$ cat src/rtl/avc_arbiter_if.sv
// Bundle of the requester, AVC and policy-store signals around avc_arbiter.
// The master modport is the arbiter's own view; slave is the environment's view.
interface avc_arbiter_if #(
  parameter int NREQ = 4
);
  logic [NREQ-1:0]      req;
  logic [15*NREQ-1:0]   req_id;
  logic [NREQ-1:0]      gnt;
  logic [NREQ-1:0]      done;
  logic [1:0]           rsp_perm;
  logic                 rsp_hit;
  logic                 rsp_err;
  logic                 avc_go;
  logic                 avc_wr;
  logic [14:0]          avc_id;
  logic [1:0]           avc_perm;
  logic                 avc_hit;
  logic                 avc_ready;
  logic [1:0]           avc_acc_perm;
  logic                 pol_req;
  logic [14:0]          pol_id;
  logic                 pol_ack;
  logic [1:0]           pol_perm;

  modport master (
    input  req, req_id, avc_hit, avc_ready, avc_acc_perm, pol_ack, pol_perm,
    output gnt, done, rsp_perm, rsp_hit, rsp_err,
           avc_go, avc_wr, avc_id, avc_perm, pol_req, pol_id
  );

  modport slave (
    output req, req_id, avc_hit, avc_ready, avc_acc_perm, pol_ack, pol_perm,
    input  gnt, done, rsp_perm, rsp_hit, rsp_err,
           avc_go, avc_wr, avc_id, avc_perm, pol_req, pol_id
  );
endinterface

$ cat src/rtl/avc_arbiter.sv
// Round-robin arbiter sharing one AVC among NREQ requesters; misses are refilled
// from the policy store, with a bounded wait for the fetch acknowledge.
module avc_arbiter #(
  parameter int NREQ          = 4,
  parameter int FETCH_TIMEOUT = 255
) (
  input  logic          clk,
  input  logic          rst,
  avc_arbiter_if.master bus
);

  localparam int          PW  = (NREQ > 1) ? $clog2(NREQ) : 1;
  localparam logic [8:0]  TMO = 9'(FETCH_TIMEOUT);

  typedef enum logic [2:0] {
    S_IDLE,
    S_LOOKUP,
    S_WAIT_LK,
    S_FETCH,
    S_FILL,
    S_WAIT_FILL,
    S_RESP
  } state_t;

  state_t          r_state, w_state_next;
  logic            r_run_ok;
  logic [PW-1:0]   r_ptr, w_ptr_next;
  logic [NREQ-1:0] r_gnt, w_gnt_next;
  logic [14:0]     r_id, w_id_next;
  logic [1:0]      r_perm, w_perm_next;
  logic            r_hit, w_hit_next;
  logic            r_err, w_err_next;
  logic [8:0]      r_cnt, w_cnt_next;
  logic [1:0]      r_rsp_perm, w_rsp_perm_next;
  logic            r_rsp_hit, w_rsp_hit_next;
  logic            r_rsp_err, w_rsp_err_next;

  logic [14:0]     w_req_id [NREQ];
  logic            w_pick_vld;
  logic [PW-1:0]   w_pick;

  logic            w_avc_go;
  logic            w_avc_wr;
  logic [14:0]     w_avc_id;
  logic [1:0]      w_avc_perm;
  logic            w_pol_req;
  logic [14:0]     w_pol_id;
  logic [NREQ-1:0] w_done;

  genvar gi;
  generate
    for (gi = 0; gi < NREQ; gi++) begin : g_id
      assign w_req_id[gi] = bus.req_id[15*gi +: 15];
    end
  endgenerate

  function automatic logic [PW-1:0] wrap_idx(input logic [PW-1:0] base, input int off);
    int s;
    s = 32'(base) + off;
    if (s >= NREQ) s = s - NREQ;
    return s[PW-1:0];
  endfunction

  // Lowest offset from the pointer wins, so scan offsets high to low and overwrite.
  always_comb begin
    w_pick_vld = 1'b0;
    w_pick     = '0;
    for (int i = NREQ - 1; i >= 0; i--) begin
      if (bus.req[wrap_idx(r_ptr, i)]) begin
        w_pick_vld = 1'b1;
        w_pick     = wrap_idx(r_ptr, i);
      end
    end
  end

  // Arbitration stays off until one clock edge has passed with reset released.
  always_ff @(posedge clk or negedge rst) begin
    if (!rst) r_run_ok <= 1'b0;
    else      r_run_ok <= 1'b1;
  end

  always_ff @(posedge clk or negedge rst) begin
    if (!rst) r_state <= S_IDLE;
    else      r_state <= w_state_next;
  end

  always_comb begin
    w_state_next    = r_state;
    w_ptr_next      = r_ptr;
    w_gnt_next      = r_gnt;
    w_id_next       = r_id;
    w_perm_next     = r_perm;
    w_hit_next      = r_hit;
    w_err_next      = r_err;
    w_cnt_next      = r_cnt;
    w_rsp_perm_next = r_rsp_perm;
    w_rsp_hit_next  = r_rsp_hit;
    w_rsp_err_next  = r_rsp_err;
    w_avc_go        = 1'b0;
    w_avc_wr        = 1'b0;
    w_avc_id        = '0;
    w_avc_perm      = '0;
    w_pol_req       = 1'b0;
    w_pol_id        = '0;
    w_done          = '0;

    unique case (r_state)
      S_IDLE: begin
        if (r_run_ok && w_pick_vld) begin
          w_gnt_next         = '0;
          w_gnt_next[w_pick] = 1'b1;
          w_id_next          = w_req_id[w_pick];
          w_perm_next        = 2'b00;
          w_hit_next         = 1'b0;
          w_err_next         = 1'b0;
          w_ptr_next         = wrap_idx(w_pick, 1);
          w_state_next       = S_LOOKUP;
        end
      end
      S_LOOKUP: begin
        w_avc_go     = 1'b1;
        w_avc_id     = r_id;
        w_state_next = S_WAIT_LK;
      end
      S_WAIT_LK: begin
        if (bus.avc_ready) begin
          if (bus.avc_hit) begin
            w_perm_next  = bus.avc_acc_perm;
            w_hit_next   = 1'b1;
            w_state_next = S_RESP;
          end else begin
            w_cnt_next   = '0;
            w_state_next = S_FETCH;
          end
        end
      end
      S_FETCH: begin
        w_pol_req = 1'b1;
        w_pol_id  = r_id;
        // An acknowledge in the final counted cycle still wins over the timeout.
        if (bus.pol_ack) begin
          w_perm_next  = bus.pol_perm;
          w_state_next = S_FILL;
        end else if (r_cnt == TMO) begin
          w_perm_next  = 2'b00;
          w_err_next   = 1'b1;
          w_state_next = S_RESP;
        end else begin
          w_cnt_next = r_cnt + 9'd1;
        end
      end
      S_FILL: begin
        w_avc_go     = 1'b1;
        w_avc_wr     = 1'b1;
        w_avc_id     = r_id;
        w_avc_perm   = r_perm;
        w_state_next = S_WAIT_FILL;
      end
      S_WAIT_FILL: begin
        if (bus.avc_ready) begin
          w_hit_next   = 1'b0;
          w_state_next = S_RESP;
        end
      end
      S_RESP: begin
        w_done       = r_gnt;
        w_gnt_next   = '0;
        w_state_next = S_IDLE;
      end
      default: w_state_next = S_IDLE;
    endcase

    // Response registers load on the way into RESP and then hold until the next one.
    if (w_state_next == S_RESP && r_state != S_RESP) begin
      w_rsp_perm_next = w_perm_next;
      w_rsp_hit_next  = w_hit_next;
      w_rsp_err_next  = w_err_next;
    end
  end

  always_ff @(posedge clk or negedge rst) begin
    if (!rst) begin
      r_ptr      <= '0;
      r_gnt      <= '0;
      r_id       <= '0;
      r_perm     <= '0;
      r_hit      <= 1'b0;
      r_err      <= 1'b0;
      r_cnt      <= '0;
      r_rsp_perm <= '0;
      r_rsp_hit  <= 1'b0;
      r_rsp_err  <= 1'b0;
    end else begin
      r_ptr      <= w_ptr_next;
      r_gnt      <= w_gnt_next;
      r_id       <= w_id_next;
      r_perm     <= w_perm_next;
      r_hit      <= w_hit_next;
      r_err      <= w_err_next;
      r_cnt      <= w_cnt_next;
      r_rsp_perm <= w_rsp_perm_next;
      r_rsp_hit  <= w_rsp_hit_next;
      r_rsp_err  <= w_rsp_err_next;
    end
  end

  assign bus.gnt      = r_gnt;
  assign bus.done     = w_done;
  assign bus.rsp_perm = r_rsp_perm;
  assign bus.rsp_hit  = r_rsp_hit;
  assign bus.rsp_err  = r_rsp_err;
  assign bus.avc_go   = w_avc_go;
  assign bus.avc_wr   = w_avc_wr;
  assign bus.avc_id   = w_avc_id;
  assign bus.avc_perm = w_avc_perm;
  assign bus.pol_req  = w_pol_req;
  assign bus.pol_id   = w_pol_id;

endmodule
$ cat src/flat_wrapper.sv
// flat-port wrapper written by rule: the top's interface ports become plain ports
module avc_arbiter_flat 
#(
  parameter int NREQ          = 4,
  parameter int FETCH_TIMEOUT = 255
)
  (clk, rst, bus_req, bus_req_id, bus_avc_hit, bus_avc_ready, bus_avc_acc_perm, bus_pol_ack, bus_pol_perm, bus_gnt, bus_done, bus_rsp_perm, bus_rsp_hit, bus_rsp_err, bus_avc_go, bus_avc_wr, bus_avc_id, bus_avc_perm, bus_pol_req, bus_pol_id);
  avc_arbiter_if #(.NREQ(NREQ)) bus_i ();
  input  logic clk;
  input  logic rst;
  input wire logic [$bits(bus_i.req)-1:0] bus_req;
  input wire logic [$bits(bus_i.req_id)-1:0] bus_req_id;
  input wire logic [$bits(bus_i.avc_hit)-1:0] bus_avc_hit;
  input wire logic [$bits(bus_i.avc_ready)-1:0] bus_avc_ready;
  input wire logic [$bits(bus_i.avc_acc_perm)-1:0] bus_avc_acc_perm;
  input wire logic [$bits(bus_i.pol_ack)-1:0] bus_pol_ack;
  input wire logic [$bits(bus_i.pol_perm)-1:0] bus_pol_perm;
  output wire logic [$bits(bus_i.gnt)-1:0] bus_gnt;
  output wire logic [$bits(bus_i.done)-1:0] bus_done;
  output wire logic [$bits(bus_i.rsp_perm)-1:0] bus_rsp_perm;
  output wire logic [$bits(bus_i.rsp_hit)-1:0] bus_rsp_hit;
  output wire logic [$bits(bus_i.rsp_err)-1:0] bus_rsp_err;
  output wire logic [$bits(bus_i.avc_go)-1:0] bus_avc_go;
  output wire logic [$bits(bus_i.avc_wr)-1:0] bus_avc_wr;
  output wire logic [$bits(bus_i.avc_id)-1:0] bus_avc_id;
  output wire logic [$bits(bus_i.avc_perm)-1:0] bus_avc_perm;
  output wire logic [$bits(bus_i.pol_req)-1:0] bus_pol_req;
  output wire logic [$bits(bus_i.pol_id)-1:0] bus_pol_id;
  assign bus_i.req = bus_req;
  assign bus_i.req_id = bus_req_id;
  assign bus_i.avc_hit = bus_avc_hit;
  assign bus_i.avc_ready = bus_avc_ready;
  assign bus_i.avc_acc_perm = bus_avc_acc_perm;
  assign bus_i.pol_ack = bus_pol_ack;
  assign bus_i.pol_perm = bus_pol_perm;
  assign bus_gnt = bus_i.gnt;
  assign bus_done = bus_i.done;
  assign bus_rsp_perm = bus_i.rsp_perm;
  assign bus_rsp_hit = bus_i.rsp_hit;
  assign bus_rsp_err = bus_i.rsp_err;
  assign bus_avc_go = bus_i.avc_go;
  assign bus_avc_wr = bus_i.avc_wr;
  assign bus_avc_id = bus_i.avc_id;
  assign bus_avc_perm = bus_i.avc_perm;
  assign bus_pol_req = bus_i.pol_req;
  assign bus_pol_id = bus_i.pol_id;
  avc_arbiter #(.NREQ(NREQ), .FETCH_TIMEOUT(FETCH_TIMEOUT)) u_core (.clk(clk), .rst(rst), .bus(bus_i));
endmodule
$ cat config.mk
export PLATFORM = sky130hd
export DESIGN_NAME = avc_arbiter_flat
export DESIGN_NICKNAME = d
export VERILOG_FILES = /design/src/rtl/avc_arbiter_if.sv /design/src/rtl/avc_arbiter.sv /design/src/flat_wrapper.sv
export SDC_FILE = /design/constraint.sdc
export NUM_CORES = 1
export LEC_CHECK = 0
export CAP_MARGIN = 25
export CORE_ASPECT_RATIO = 1.4
export CORE_MARGIN = 1.5
export CORE_UTILIZATION = 45
export CTS_CLUSTER_DIAMETER = 200
export DETAILED_ROUTE_END_ITERATION = 10
export HOLD_SLACK_MARGIN = 0.05
export PLACE_DENSITY = 0.86
export RECOVER_POWER = 25
export SLEW_MARGIN = 20
export SYNTH_ARGS = -nofsm -noshare
export SYNTH_HDL_FRONTEND = slang
export SYNTH_SLANG_ARGS = --single-unit
$ cat constraint.sdc
create_clock -name clk -period 4.3 [get_ports clk]
set_clock_uncertainty 0.2 [all_clocks]
set_input_delay 0.86 -clock clk [delete_from_list [all_inputs] [get_ports clk]]
set_output_delay 0.86 -clock clk [all_outputs]
set_load 0.05 [all_outputs]
; After elaboration in Yosys (flattened, before gate mapping)
; Index checks and enable logic that the tools add are counted.
[classes]
n_addsub = 10
order_cmp = 12
n_eq_ne = 14
mux = 62
n_bitwise = 1
reduce_logical = 10
[ops]
columns = operator, count
row1 = 15-bit 2-to-1 mux, 4
row2 = 9-bit 2-to-1 mux, 4
row3 = 15-bit binary-select mux with 2-bit select, 1
row4 = 2-bit 2-to-1 mux, 15
row5 = 1-bit 2-to-1 mux, 19
row6 = 3-bit 2-to-1 mux, 6
row7 = 3-bit case mux with 6 select lines, 1
row8 = 9-bit case mux with 2 select lines, 1
row9 = 3-bit >= comparator (second input constant), 5
row10 = 2-bit by 3-bit less-than comparator with 1-bit output (second input constant), 5
row11 = 3-bit == test (second input constant), 4
row12 = 2-bit by 1-bit subtractor with 2-bit output (second input constant), 5
row13 = 9-bit by 1-bit adder with 9-bit output (second input constant), 1
row14 = 9-bit by 8-bit == test with 1-bit output (second input constant), 1
row15 = 1-bit binary-select mux with 2-bit select, 4
row16 = 4-bit 2-to-1 mux, 2
row17 = 2-bit != test (second input constant), 4
row18 = 4-bit case mux with 2 select lines, 1
row19 = 2-bit by 1-bit adder with 3-bit output (second input constant), 2
row20 = 2-bit by 2-bit adder with 3-bit output (second input constant), 2
row21 = 3-bit by 2-bit == test with 1-bit output (second input constant), 2
row22 = 2-bit case mux with 3 select lines, 1
row23 = 5-bit AND reduction, 1
row24 = 2-bit AND reduction, 2
row25 = other kinds (13), 16
[word_totals]
reg_bits = 42
inputBits = 73
out_inout_bits = 47
elab_cells = 121

; Logic depth before layout (Yosys ltp)
[logic_depth]
word_depth = 15
ltp_mapped = 9
mapped_depth_nobuf = 9

; Least setup slack after synthesis
; OpenSTA, ideal clock, no wires.
[synth_timing]
path_type = flip-flop to output port
from = register u_core.r_state[2]
to = output bus_avc_perm[0]
arrival_ps = 2014
slack_ps = 1226
stages_incl_launch_ff = 5
path_buffers = 1
path_cell_list = dfrtp_1 -> buf_4 -> nor2b_1 -> nor2b_1 -> and2_1
[synth_between]
elab_chain_len = 2
[synth_lines]
columns = element, line_no
row1 = from (decl), avc_arbiter.sv:25  ; state_t r_state, w_state_next;
row2 = from (signal assigned), avc_arbiter.sv:84  ; else r_state <= w_state_next;
row3 = 3-bit == test, avc_arbiter.sv:107  ; unique case (r_state)
row4 = 2-bit 2-to-1 mux, avc_arbiter.sv:107
row5 = to (decl), flat_wrapper.sv:26  ; output wire logic [$bits(bus_i.avc_perm)-1:0] bus_avc_perm;
; Every way passes these cells.

; Worst setup path after layout
[layout_timing]
from = register u_core.r_state[2]
to = output bus_done[1]
[layout_between]
elab_chain_len = 2
[layout_lines]
columns = element, line_no
row1 = 3-bit == test, avc_arbiter.sv:107
row2 = 4-bit 2-to-1 mux, avc_arbiter.sv:107
row3 = to (decl), flat_wrapper.sv:19  ; output wire logic [$bits(bus_i.done)-1:0] bus_done;
; Every way passes these cells.

==> impl_metrics.env <==
export IMPL_crit_arrival_ns=2.43
export IMPL_via_per_inst=5.452
export IMPL_vias=2508
export IMPL_dp_cells=451
export IMPL_r2r_slack_ns=1.83
export IMPL_ys_ff_latch=42
export IMPL_clock_power_share_pct=11.3
export IMPL_cts_setup_buffers=0
export IMPL_synth_area_mm2=0.002663
export IMPL_rsz0062_at_grt="false"
export IMPL_initial_utilization_pct=46.06
export IMPL_wl_per_cell_um=16.95
export IMPL_slowest_delay_ns=0.80
export IMPL_cts_repair_resized=0
export IMPL_powerDensity_mw_per_mm2=596.3
export IMPL_crit_family="buffers and inverters"
export IMPL_tns_ns=0
export IMPL_synth_warnings=0
export IMPL_drv_slew=32
export IMPL_htree_num_levels=2
export IMPL_slew_headroom_pct=-12.15
export IMPL_die_h_um=94.02
export IMPL_status="finished with violations"
export IMPL_holdBufCountCts=0
export IMPL_fmax_mhz=286.4
export IMPL_netSwitchingPower_mw=1.132
export IMPL_ant_nets=0
export IMPL_hold_end="u_core.r_cnt[8]"
export IMPL_first_pass_iters=4
export IMPL_startpoint_type="flop"
export IMPL_final_nets=468
export IMPL_cts_root_buf="clkbuf_8"
export IMPL_hold_viol=0
export IMPL_leakagePower_nw=1.690
export IMPL_most_common_layout_cells="clkdlybuf4s50_1 (118), dfrtp_1 (42), nand2_1 (37), and2_1 (37), mux2i_1 (29)"
export IMPL_wl_met1_mm=3.008
export IMPL_worst_endpoint_required_ns=3.24
export IMPL_grt_first_pass_wirelength_mm=11.83
export IMPL_wl_met3_um=430
export IMPL_syn_instance_count=277
export IMPL_top_layer="met4"
export IMPL_grt_usage_pct=24.56
export IMPL_slowest_stage="clkdlybuf4s50_1"
export IMPL_setup_viol=0
export IMPL_final_common_cell="clkdlybuf4s50_1"
export IMPL_p_int_mw=1.212
export IMPL_first_iter_violations=100
export IMPL_drc=0
export IMPL_pin_count=120
export IMPL_die_area_mm2=0.006394
export IMPL_violations="capacitance limit, slew limit"
export IMPL_cts_sinks=42
export IMPL_ir_drop_uv=448.5
export IMPL_switching_share_pct=48.28
export IMPL_whs_path_depth=2
export IMPL_reg2reg_depth=8
export IMPL_min_from="u_core.r_cnt[8]"
export IMPL_cp_end_kind="output pin"
export IMPL_clk_latency_ns=0.29
export IMPL_combPwrFrac_pct=60.1
export IMPL_placementRows=33
export IMPL_routed_wl_mm=7.796
export IMPL_grt_max_degree=43
export IMPL_clockBufferDepth=2
export IMPL_reg2reg_from="u_core.r_cnt[0]"
export IMPL_tritoncts="done"
export IMPL_path_clk_slew_ns=0.08
export IMPL_critPathBufInv=1
export IMPL_gp_congestion=0.7746
export IMPL_layoutNonFillerInstCount=460
export IMPL_die_w_um=68.01
export IMPL_dominantRegCellSynth="dfrtp_1"
export IMPL_syn_num_nets=356
export IMPL_period_share_pct=81.21
export IMPL_crit_type="flop to output pin"
export IMPL_antenna_found_initial=0
export IMPL_min_period_ns=3.492
export IMPL_yosysUniqueCellTypes=48
export IMPL_rr_endpoint="u_core.bus.rsp_perm[0]"
export IMPL_drive_gt1_share_pct=5.128
export IMPL_grt_ovfl_total=0
export IMPL_numPortBuffers=119
export IMPL_crit_chain="nand2_1 > nor2_1 > and2_1 > clkdlybuf4s50_1"
export IMPL_path_max_fanout=12
export IMPL_worst_slew_pin_slew_ns=1.682
export IMPL_dp_hpwl_mm=5.912
export IMPL_synth_edf_count=0
export IMPL_yosysSeqAreaShare_pct=39.47
export IMPL_async_flop_share_pct=100.0
export IMPL_syn2layout_area_growth_pct=47.60
export IMPL_drv_cap=1
export IMPL_synth_avg_cell_area_um2=9.612
export IMPL_hold_class="flop to flop"
export IMPL_met2WireLength_mm=4.120
export IMPL_pwr_share_seq_pct=28.6
export IMPL_core_area_mm2=0.005781
export IMPL_grt_pass1_vias=2517
export IMPL_numCtsBuffers=5
export IMPL_antenna_cells=0
[worst register-to-register path, cell delays in order, from the launching register on]
cell	delay, ns
dfrtp_1	0.43
ha_1	0.26
nand3_1	0.10
nor2_1	0.05
ha_1	0.20
nor2_1	0.24
nor2b_1	0.14
o31ai_4	0.36
mux2_2	0.37
[sequential cells by signal, indices dropped and copies added, names as in the netlist]
register             flops
u_core.r_err             1
u_core.r_hit             1
u_core.r_run_ok          1
u_core.bus.gnt           4
u_core.r_cnt             9
u_core.r_perm            2
u_core.r_id             15
u_core.r_state           3
u_core.bus.rsp_err       1
u_core.bus.rsp_perm      2
u_core.bus.rsp_hit       1
u_core.r_ptr             2
[kinds of logic after synthesis]
logic type               after synthesis  share of synthesized area [%]
AO/OA/AOI/OAI                         46                          13.68
XOR/XNOR                               6                          1.974
adder cells (fa/ha/maj)                6                          2.819
buffers and inverters                 24                          5.451
flip-flops                            42                          39.47
multiplexers                          33                          12.59
other                                  1                         0.1408
AND/OR/NAND/NOR                      119                          23.87
[through the flow]
step / setup WS (ns) / utilization [%] / instance area (um2) / hold WS [ns] / power, mW
floorplan: 1.226 / - / 2663 / 0.2498 / 1.662
global placement: 1.104 / 66.30 / 3832 / 0.2625 / 2.047
detailed placement: 1.096 / 66.30 / 3832 / 0.2763 / 2.083
CTS: 0.8112 / 67.94 / 3928 / 0.2953 / 2.352
global route: 0.6706 / 67.99 / 3930 / 0.3139 / 2.482
finish: 0.8081 / 67.99 / 3930 / 0.2917 / 2.344
[synth_stat cells, types with 2 or more instances]
library cell  instances  share of area (%)
o21ai_0               5               0.94
xnor2_1               3               0.99
nor2b_1               7                1.6
nand2_1              37                5.2
nand2b_1              2               0.47
mux2i_1              29                 11
a221o_1               3                1.1
nor2_1               13                1.8
mux2_2                2               0.85
nand3_1               4               0.75
dfrtp_1              42                 39
and3_1                5                1.2
nor3_1                2               0.38
and2_1               37                8.7
inv_1                 6               0.85
xor2_1                3               0.99
a221oi_1              3               0.99
buf_6                 6                2.5
o221ai_1             14                4.6
ha_1                  6                2.8
buf_2                 5               0.94
nand4_1               2               0.47
a21oi_1              10                1.9
mux2_1                2               0.85
nand2_2               2               0.47
clkbuf_1              5               0.70
[routing by layer]
metal,global-route usage [%],up-vias
li1,-,1196
met1,28.39,1200
met2,43.28,91
met3,4.556,21
met4,9.833,0
met5,0,-
[cell type report]
type | instances | area, um2
clock buffer | 6 | 82.58
clock inverter | 2 | 12.51
fill | 480 | 1851
inverter | 7 | 26.28
multi-input combinational | 211 | 1466
sequential | 42 | 1051
tap | 70 | 87.58
timing repair buffer | 122 | 1204
[power groups by stage]
stage	sequential (mW)	combinational [mW]	clock [mW]
6_report	0.670	1.41	0.266
2_1_floorplan	0.684	0.978	0
4_1_cts	0.669	1.41	0.270
5_1_grt	0.693	1.50	0.288
3_3_place_gp	0.671	1.38	0
3_5_place_dp	0.676	1.41	0
[worst max-delay path by stage]
stage / start / endpoint / slack, ns / cells past startpoint
2_1_floorplan: u_core.r_state[2] / bus_avc_perm[0] / 1.23 / 4
3_3_place_gp: bus_req[1] / u_core.r_id[4] / 1.10 / 6
3_5_place_dp: bus_req[1] / u_core.r_id[6] / 1.10 / 6
4_1_cts: u_core.r_state[2] / bus_done[1] / 0.81 / 4
5_1_grt: u_core.r_state[2] / bus_done[1] / 0.67 / 4
6_report: u_core.r_state[2] / bus_done[1] / 0.81 / 4
(Power assumes the default switching activity.)
